<file path="src/rtl/obstacle_lane_gen.sv">
// obstacle_lane_gen: LFSR-driven obstacle spawner with per-lane repeat limiting and valid/ack offer handshake.
// Ports: ck (clock), rst_n (async active-low reset), enable (game running), tick (frame strobe),
//        period (ticks between spawns, 0 acts as 1), spawn_ack (consumer accepts offer),
//        spawn_valid (offer pending), lane (lane index), position (lane*LANE_PITCH),
//        check (active-low lane-blocked mask).
module obstacle_lane_gen #(
  parameter int          NUM_LANES  = 4,
  parameter int          LANE_PITCH = 125,
  parameter int          POS_W      = 9,
  parameter logic [15:0] LFSR_SEED  = 16'hACE1,
  parameter int          MAX_REPEAT = 2,
  localparam int         LANE_W     = $clog2(NUM_LANES)
) (
  input  logic                 ck,
  input  logic                 rst_n,
  input  logic                 enable,
  input  logic                 tick,
  input  logic [7:0]           period,
  input  logic                 spawn_ack,
  output logic                 spawn_valid,
  output logic [LANE_W-1:0]    lane,
  output logic [POS_W-1:0]     position,
  output logic [NUM_LANES-1:0] check
);
  typedef enum logic [1:0] {IDLE, COUNT, OFFER} state_t;
  localparam logic [LANE_W:0] NL   = (LANE_W+1)'(NUM_LANES);
  localparam logic [15:0]     SEED = (LFSR_SEED == 16'h0) ? 16'h0001 : LFSR_SEED;
  localparam logic [3:0]      MR   = 4'(MAX_REPEAT);
  state_t                 state_q, state_d;
  logic [15:0]            lfsr_q, lfsr_d;
  logic [7:0]             cnt_q, cnt_d, load;
  logic [3:0]             rep_q, rep_d;
  logic [LANE_W-1:0]      last_q, last_d, lane_q, lane_d, cand, sel;
  logic                   last_v_q, last_v_d, valid_q, valid_d;
  logic [POS_W-1:0]       pos_q, pos_d;
  logic [NUM_LANES-1:0]   check_q, check_d;
  logic [LANE_W:0]        raw;
  always_comb begin
    raw      = {1'b0, lfsr_q[LANE_W-1:0]};
    // raw < 2*NUM_LANES, so one conditional subtraction folds it into range
    cand     = LANE_W'(raw >= NL ? raw - NL : raw);
    sel      = (last_v_q && cand == last_q && rep_q == MR)
             ? (({1'b0, cand} + (LANE_W+1)'(1) == NL) ? '0 : cand + LANE_W'(1)) : cand;
    load     = (period == 8'd0) ? 8'd1 : period;
    lfsr_d   = enable ? {lfsr_q[14:0], ^(lfsr_q & 16'hB400)} : lfsr_q;
    state_d  = state_q;
    cnt_d    = cnt_q;
    rep_d    = rep_q;
    last_d   = last_q;
    last_v_d = last_v_q;
    valid_d  = valid_q;
    lane_d   = lane_q;
    pos_d    = pos_q;
    check_d  = check_q;
    if (!enable) begin
      state_d = IDLE;
      valid_d = 1'b0;
      check_d = '1;
    end else begin
      case (state_q)
        IDLE: begin
          state_d = COUNT;
          cnt_d   = load;
        end
        COUNT: if (tick) begin
          if (cnt_q == 8'd1) begin
            state_d = OFFER;
            valid_d = 1'b1;
            lane_d  = sel;
            pos_d   = POS_W'(LANE_PITCH * int'(sel));
            check_d = ~(NUM_LANES'(1) << sel);
          end else cnt_d = cnt_q - 8'd1;
        end
        OFFER: if (spawn_ack) begin
          state_d  = COUNT;
          cnt_d    = load;
          valid_d  = 1'b0;
          rep_d    = (last_v_q && lane_q == last_q) ? ((rep_q == 4'd15) ? rep_q : rep_q + 4'd1) : 4'd1;
          last_d   = lane_q;
          last_v_d = 1'b1;
        end
        default: state_d = IDLE;
      endcase
    end
  end
  always_ff @(posedge ck or negedge rst_n) begin
    if (!rst_n) begin
      state_q  <= IDLE;
      lfsr_q   <= SEED;
      cnt_q    <= '0;
      rep_q    <= '0;
      last_q   <= '0;
      last_v_q <= 1'b0;
      valid_q  <= 1'b0;
      lane_q   <= '0;
      pos_q    <= '0;
      check_q  <= '1;
    end else begin
      state_q  <= state_d;
      lfsr_q   <= lfsr_d;
      cnt_q    <= cnt_d;
      rep_q    <= rep_d;
      last_q   <= last_d;
      last_v_q <= last_v_d;
      valid_q  <= valid_d;
      lane_q   <= lane_d;
      pos_q    <= pos_d;
      check_q  <= check_d;
    end
  end
  assign spawn_valid = valid_q;
  assign lane        = lane_q;
  assign position    = pos_q;
  assign check       = check_q;
endmodule

</file>
<file path="config.mk">
export PLATFORM = sky130hd
export DESIGN_NAME = obstacle_lane_gen
export DESIGN_NICKNAME = d
export VERILOG_FILES = /design/src/rtl/obstacle_lane_gen.sv
export SDC_FILE = /design/constraint.sdc
export NUM_CORES = 1
export LEC_CHECK = 0
export ABC_CLOCK_PERIOD_IN_PS = 5600
export BUFFER_PORTS_ARGS = -buffer_cell sky130_fd_sc_hd__buf_4
export CAP_MARGIN = 15
export CORE_MARGIN = 3
export CORE_UTILIZATION = 57
export CTS_BUF_LIST = sky130_fd_sc_hd__clkbuf_8
export DETAILED_ROUTE_END_ITERATION = 8
export PLACE_DENSITY = 0.79
export REMOVE_ABC_BUFFERS = 1
export SKIP_LAST_GASP = 1
export SLEW_MARGIN = 20
export SYNTH_ARGS = -nofsm -noshare
export SYNTH_HDL_FRONTEND = slang
export SYNTH_SLANG_ARGS = --single-unit
</file>
<file path="constraint.sdc">
create_clock -name ck -period 5.6 [get_ports ck]
set_clock_uncertainty 0.15 [all_clocks]
set_input_delay 0.56 -clock ck [delete_from_list [all_inputs] [get_ports ck]]
set_output_delay 0.56 -clock ck [all_outputs]
set_load 0.02 [all_outputs]
</file>
Yosys cells after proc, flatten, opt, wreduce, memory -nomap -nowiden
Index checks and enable logic that the tools add are counted.
{ "classes": {"reduce_logical": 14, "multipliers": 1, "shift": 1, "n_mux": 23, "n_eq_ne": 19, "n_addsub": 4, "bitwise": 1} }
{ "op_table": {"columns": ["cell", "n"], "rows": [
  ["two-way mux 8 bit", 4],
  ["two-way mux 4 bit", 6],
  ["case mux 8 bit (3 select lines)", 1],
  ["XOR reduction 16 bit", 1],
  ["two-way mux 2 bit", 6],
  ["AND reduction 4 bit", 3],
  ["multiplier 7 x 2 -> 9 bit, first input constant", 1],
  ["!= test 3 bit, second input constant", 3],
  ["AND reduction 3 bit", 3],
  ["equality test 8 x 1 -> 1 bit, second input constant", 1],
  ["zero test 8 bit", 1],
  ["!= test 2 bit, second input constant", 4],
  ["subtractor 8 x 1 -> 8 bit, second input constant", 1],
  ["!= test 2 x 1 -> 1 bit, second input constant", 3],
  ["case mux 2 bit (3 select lines)", 1],
  ["AND reduction 5 bit", 1],
  ["adder 4 x 1 -> 4 bit, second input constant", 1],
  ["equality test 2 bit", 2],
  ["equality test 4 x 2 -> 1 bit, second input constant", 1],
  ["equality test 4 bit, second input constant", 1],
  ["two-way mux 1 bit", 4],
  ["NOT 4 bit", 1],
  ["<< shifter 1 x 2 -> 4 bit, first input constant", 1],
  ["adder 2 x 1 -> 3 bit, second input constant", 1],
  ["9 further kinds", 11]
]} }
{ "totals": {"in_bits": 13, "register_bits": 49, "elab_cells": 73} }

Depth between registers and ports, before layout
Gate-level depths: netlist (run 1).
{ "depth": {"word_depth": 10, "ltp_mapped": 9} }

Least setup slack after synthesis (run 1)
Ideal clock, no wire load.
{ "synth_timing": {"path_type": "register -> register", "from": "register rep_q[0]", "to": "register pos_q[3], in the netlist position[3]", "slack_ns": 3.446, "arrival_ns": 1.879, "stages_incl_launch_ff": 9, "setup_ns": 0.125, "cell_sequence": "dfrtp_1 inv_1 ha_1 and4bb_2 a31oi_1 a31oi_1 inv_1 ha_1 mux2_4"} }
{ "synth_via": {"elab_chain_len": 4} }
{ "synth_lines": {"columns": ["item", "line", "source"], "rows": [
  ["start, declared", "32", "logic [3:0] rep_q, rep_d;"],
  ["start signal, assigned", "102", "rep_q <= rep_d;"],
  ["equality test 4 x 2 -> 1 bit", "42", "sel = (last_v_q && cand == last_q && rep_q == MR)"],
  ["logical AND 1 bit", "42", null],
  ["two-way mux 2 bit", "43", "? (({1'b0, cand} + (LANE_W+1)'(1) == NL) ? '0 : cand + LANE_W'(1)) : cand;"],
  ["net sel[0]", "33", "logic [LANE_W-1:0] last_q, last_d, lane_q, lane_d, cand, sel;"],
  ["multiplier 7 x 2 -> 9 bit", "70", "pos_d = POS_W'(LANE_PITCH * int'(sel));"],
  ["end signal, assigned", "107", "pos_q <= pos_d;"],
  ["end, declared", "35", "logic [POS_W-1:0] pos_q, pos_d;"]
]} }
The timed path passes the listed nets, and every way through them passes these cells.
A chain may end at the register's enable or synchronous reset.

Worst setup path after layout (run 1)
{ "layout_timing": {"from": "register state_q[0]", "to": "register pos_q[8], in the netlist position[8]"} }
{ "layout_via": {"elab_chain_len": 2} }
{ "layout_lines": {"columns": ["item", "line", "source"], "rows": [
  ["start, declared", "29", "state_t state_q, state_d;"],
  ["start signal, assigned", "99", "state_q <= state_d;"],
  ["equality test 2 x 1 -> 1 bit", "60", "case (state_q)"],
  ["AND reduction 4 bit (no source line)", null, null]
]} }
Every way passes these cells.

==> impl_metrics.csv, run 1 <==
group,metric,value,unit
clock_tree,ctsHoldBuffers,0,
synth,ys_warn_count,0,
synth,synth.ff_latch_count,44,
synth,yosys-top-cells-count,"dfrtp_1 (32), nand2_1 (19), mux2_2 (16)",
clock_tree,cts_setup_buffers,0,
worst_setup_path,regToRegSetupSlack,2.76,ns
synth,netlist_instances,206,
clock_tree,ctsResizeCount,0,
grt,first_global_vias,1639,
floorplanning,rows,22,
synth,ys_seq_area_share,48.35,%
worst_setup_path,path_max_fanout,12,
worst_setup_path,reg2reg_to,"position[8]",
drt,via_count,1647,
grt,grt_pass1_wl,7507,um
grt,grt-ovfl-total,0,
clock_tree,clockBufferDepth,2,
synth,synth_top_area_share,34.69,%
floorplanning,core,3771,um^2
synth,post_synth_instance_area,2308,um^2
place,place_hpwl,3072,um
grt,antenna_found_initial,0,
clock_tree,cts.htree.levels,2,
clock_tree,tritoncts,"yes",
floorplanning,dieArea,4850,um^2
layout,fillers,285,
drt,drt-pass1-iter-count,4,
sta,setup_viol,0,
grt,grt_max_degree,45,
synth,syn_area_per_cell,11.21,um^2
sta,final_hold_viol_count,0,
synth,synthFlopType,"dfrtp_1",
clock_tree,insertion_delay,0.30,ns
worst_setup_path,critical_path.endpoint_type,"flop",
synth,yosysMostFrequentCell,"dfrtp_1",
sta,max_slew_margin,53.65,%
status,status,"finished, final reports clean",
clock_tree,cts-root-buf,"clkbuf_8",
drt,wire_per_inst,15.34,um
power,power_leakage,0.001203,uW
drt,ant_nets,0,
floorplanning,dieHeight,69.64,um
place,detailed_place.area,2506,um^2
sta,setup_tns,0,ns
layout,fin_util,68.91,%
clock_tree,cts_buffers,5,
worst_setup_path,critPathRequiredTime,5.63,ns
power,irDropWorstVdd,219.5,uV
layout,drive_gt1_share,31.74,%
sta,period_share,50.76,%
sta,min_period,2.843,ns
synth,synth_edf_count,0,
floorplanning,die_x,69.64,um
synth,yosys.cell_types.count,47,
synth,synthArstFlopShare,100.0,%
floorplanning,ioPinCount,29,
clock_tree,numClockSinks,44,
drt,drtIter0Drc,198,
worst_setup_path,reg2reg_depth,4,
power,power.total,937.9,uW
place,port_buffers,28,
worst_setup_path,cp.arrival,2.88,ns
drt,wirelength,4264,um
layout,area_delta_synth_final,12.57,%
place,gp_congestion,1.026,
hold_path,hp-class,"input port to asynchronous set/reset pin",
power,powerDensity,360.9,nW/um^2
worst_setup_path,reg2reg_from,"state_q[0]",
place,dpl.cell_count,270,
sta,fmax,351.8,MHz
layout,finalNetCount,253,
sta,finalMaxSlewViolations,0,
floorplanning,start_util,61.21,%
synth,ys_top_cells_by_area,"dfrtp_1 (35%), dfstp_2 (14%), mux2_2 (7.8%), ha_1 (6.0%), mux2_4 (3.3%)",
flow_run,max-cap-violations,0,
worst_setup_path,critPathKind,"flop to flop",
layout,stdcell_count,278,
layout,fin_area,2599,um^2
drt,drc,0,
grt,grt.total_usage,19.23,%
layout,diodes,0,
worst_setup_path,cp-start-kind,"flop",
drt,vias_per_cell,5.924,
sta,rsz0062_at_grt,"false",
synth,synth.largest_area_cell,"dfrtp_1",
clock_tree,clk_pin_slew,0.08,ns
sta,worstMarginPinSlew,0.6939,ns
-- report_power, final --
group          internal [uW]  switching [uW]  leakage [uW]  total (uW)
Sequential               416            66.0      0.000533         482
Combinational            134             118      0.000619         252
Clock                   98.4             106     0.0000510         204
Total                    649             289       0.00120         938
-- layer usage --
metal	routed length, um	up-vias	global-route usage (%)
met5	0	-	0
met4	82	0	6.383
met3	218	10	5.072
met2	2105	43	32.42
met1	1859	815	24.03
li1	-	779	-
-- state kept, by name, indices dropped and copies added, names as in the netlist --
signal       flops
check            4
cnt_q            8
lane             1
last_q           2
last_v_q         1
lfsr_q          16
position         5
rep_q            4
spawn_valid      1
state_q          2
-- critical path, cell delays in order (launching register included) --
cell and delay [ns]:
dfrtp_1 0.47, nor2b_1 0.61, nand4_1 0.57, or2_0 0.56, mux2_4 0.37
-- layout by cell type, fill, tap and decap left out, types with 2 or more instances in the layout --
cell       Yosys  final
o2bb2ai_1      3      3
buf_4          5     28
nor2b_1        2      2
nor2_1         9      9
nor3_1         5      5
a31oi_1        5      5
clkbuf_8       0      6
nand3_1        3      3
mux2_2        16     16
ha_1          11     11
nor3b_1        2      2
and2_1         2      2
nand4_1        2      2
o211ai_1       6      6
nand2b_1       3      3
dfrtp_1       32     32
or3_1          2      2
a22oi_1        2      2
xnor2_1        8      8
a21oi_1       11     11
dfstp_2       12     12
nand2_1       19     19
mux2_4         5      5
a21o_1         2      2
inv_1          9      9
nand3b_1       2      2
clkinv_2       0      2
o21ai_0        3      3
-- cell type report --
cell class | count | area (um^2) | area share, %
Sequential cell | 44 | 1116 | 42.95
Multi-Input combinational cell | 141 | 1086 | 41.79
Timing Repair Buffer | 28 | 210.2 | 8.089
Clock buffer | 6 | 82.58 | 3.178
Tap cell | 48 | 60.06 | 2.311
Inverter | 9 | 33.78 | 1.300
Clock inverter | 2 | 10.01 | 0.3852
-- worst max path at each step --
stage	from	to	slack [ns]	cells after the start
final	state_q[0]	position[8]	2.76	4
after floorplan	state_q[0]	lane[0]	3.25	4
after CTS	state_q[0]	position[1]	2.80	4
after detailed placement	state_q[0]	position[3]	2.80	4
after global placement	state_q[0]	position[7]	3.03	4
after global routing	state_q[0]	position[3]	2.58	4
-- through the flow --
stage / hold slack (ns) / setup slack (ns)
final: 0.09069 / 2.758
after global routing: 0.1292 / 2.577
after CTS: 0.1037 / 2.796
after detailed placement: 0.3418 / 2.798
after global placement: 0.3232 / 3.031
after floorplan: 0.1144 / 3.247
-- kinds of logic (layout without fill, tap and decap cells) --
group,after synthesis,in the layout,share of synthesized area (%)
buffers and inverters,21,45,4.607
XOR/XNOR,8,8,3.035
flip-flops,44,44,48.35
AO/OA/AOI/OAI,41,41,12.52
AND/OR/NAND/NOR,59,59,14.04
multiplexers,22,22,11.49
adder cells (fa/ha/maj),11,11,5.962
Power figures use the tool's default switching activity.
==> run 2: changes to the inputs <==
ABC_CLOCK_PERIOD_IN_PS = 2950   (was 5600)
clock period = 2.95 ns   (was 5.6 ns; I/O delays follow)
==> run 2 against run 1 <==
Compared with the run above: critical path depth up 4; die area stayed put; fmax up 19%; via count increased by 0.97%; sequential share of layout area fell by 0.23 points; clock power grew 74%; non-clock buffer count grew 3; total power up 87%; sequential power up 91%; cell area up 0.53%; worst hold slack improved by 0.050 ns; flip-flop and latch count did not move; largest cell class unchanged; highest routed layer unchanged.
==> impl_metrics.csv, run 2 (same netlist as run 1, synthesis figures left out) <==
group,metric,value,unit
clock_tree,cts.htree.levels,2,
floorplanning,dieArea,4850,um^2
clock_tree,numClockSinks,44,
grt,antenna_found_initial,0,
drt,drtIter0Drc,177,
sta,final_hold_viol_count,0,
grt,grt-ovfl-total,0,
floorplanning,core,3771,um^2
sta,max_slew_margin,58.26,%
layout,area_delta_synth_final,13.17,%
power,powerDensity,670.9,nW/um^2
drt,vias_per_cell,5.918,
hold_path,hp-class,"input port to flop",
power,p_sw_share,31.22,%
sta,period_share,80.83,%
grt,grt_busiest_layer,"met2",
clock_tree,insertion_delay,0.30,ns
clock_tree,cts_buffers,5,
floorplanning,die_x,69.64,um
place,port_buffers,28,
power,p_int,1206,uW
worst_setup_path,cp.arrival,2.42,ns
place,place_hpwl,3190,um
sta,rsz0062_at_grt,"false",
sta,setup_tns,0,ns
grt,grt.total_usage,19.86,%
power,irDropWorstVdd,577.2,uV
layout,finalNetCount,256,
worst_setup_path,path_max_fanout,5,
worst_setup_path,critPathKind,"flop to flop",
sta,min_period,2.384,ns
worst_setup_path,cp-start-kind,"flop",
floorplanning,dieHeight,69.64,um
power,p_switching,547.3,uW
layout,fin_area,2613,um^2
place,gp_congestion,0.9591,
layout,final_cell_mix,"dfrtp_1 (32), buf_4 (30), nand2_1 (19)",
grt,gr-usage-met1,25.28,%
clock_tree,clk_pin_slew,0.08,ns
power,p_clk_share,20.2,%
flow_run,max-cap-violations,0,
grt,first_global_vias,1709,
drt,ant_nets,0,
floorplanning,start_util,61.21,%
clock_tree,tritoncts,"yes",
clock_tree,cts-root-buf,"clkbuf_8",
drt,drt-pass1-iter-count,4,
layout,drive_gt1_share,31.33,%
power,power_leakage,0.001215,uW
floorplanning,rows,22,
sta,worstMarginPinSlew,0.6261,ns
place,detailed_place.area,2521,um^2
drt,wirelength,4409,um
layout,diodes,0,
sta,fmax,419.4,MHz
layout,final_common_cell,"dfrtp_1",
power,power_frac_seq,52.4,%
drt,drc,0,
power,power.total,1753,uW
grt,grt_max_degree,45,
clock_tree,clockBufferDepth,2,
sta,setup_viol,0,
drt,wire_per_inst,15.69,um
grt,grt_pass1_wl,7797,um
drt,via_count,1663,
grt,use_met3,5.942,%
power,p_comb_share,27.3,%
layout,largest_reg_flops,16,
floorplanning,ioPinCount,29,
worst_setup_path,critical_path.endpoint_type,"flop",
worst_setup_path,critPathRequiredTime,2.98,ns
sta,finalMaxSlewViolations,0,
grt,met2_usage,32.31,%
status,status,"finished, final reports clean",
layout,largest-register,"lfsr_q",
[run 2: worst paths after layout]
check	slack, ns	to	startpoint	depth (start not counted)
setup / recovery	0.57	position[3]	rep_q[0]	8
hold / removal	0.14	cnt_q[6]	period[6]	3
max in group asynchronous	1.90	lfsr_q[7]	rst_n	2
min in group asynchronous	0.36	cnt_q[6]	rst_n	2
setup reg to reg	0.57	position[3]	rep_q[0]	8
hold reg to reg	0.35	lfsr_q[10]	lfsr_q[9]	1
[run 2: layout make-up]
type | instances | area [um^2]
clock buffers | 5 | 68.82
repair buffers | 31 | 235.2
well taps | 48 | 60.06
inverters | 9 | 33.78
multi-input cells | 141 | 1086
flip-flops and latches | 44 | 1116
fillers | 266 | 1159
clock inverters | 3 | 12.51
[run 2: what timing repair did]
action,4_1_cts,5_1_grt
resized for setup,0,0
setup buffers,0,0
hold endpoints to repair,32,0
setup endpoints to repair,0,0
hold buffers,1,0
[run 2: power groups by stage]
| stage | Clock (uW) | Combinational [uW] | Sequential, uW |
|---|---|---|---|
| 6_report | 355 | 479 | 919 |
| 5_1_grt | 398 | 543 | 943 |
| 4_1_cts | 364 | 486 | 920 |
| 3_5_place_dp | 0 | 481 | 932 |
| 3_3_place_gp | 0 | 455 | 915 |
| 2_1_floorplan | 0 | 340 | 911 |
[run 2: critical path: stages, from the launching register on]
cell and delay, ns:
dfrtp_1 0.42, inv_1 0.08, ha_1 0.13, and4bb_2 0.27, a31oi_1 0.10, a31oi_1 0.40, inv_1 0.16, ha_1 0.32
mux2_4 0.26
[run 2: stage by stage]
| step | instances | hold slack (ns) | setup slack, ns | utilization (%) |
|---|---|---|---|---|
| final | 281 | 0.1405 | 0.5656 | 69.28 |
| after global routing | 281 | 0.1416 | 0.3546 | 69.28 |
| after CTS | 281 | 0.1299 | 0.5704 | 69.28 |
| after detailed placement | 272 | 0.1686 | 0.5919 | 66.85 |
| after global placement | 272 | 0.1578 | 0.6861 | 66.85 |
| after floorplan | 194 | -0.1506 | 0.5966 | - |
[run 2: per-layer routing]
metal	wire length, um	share of wire [%]
met1	1928	44
met2	2169	49
met3	265	6.0
met4	45	1.0
met5	0	0
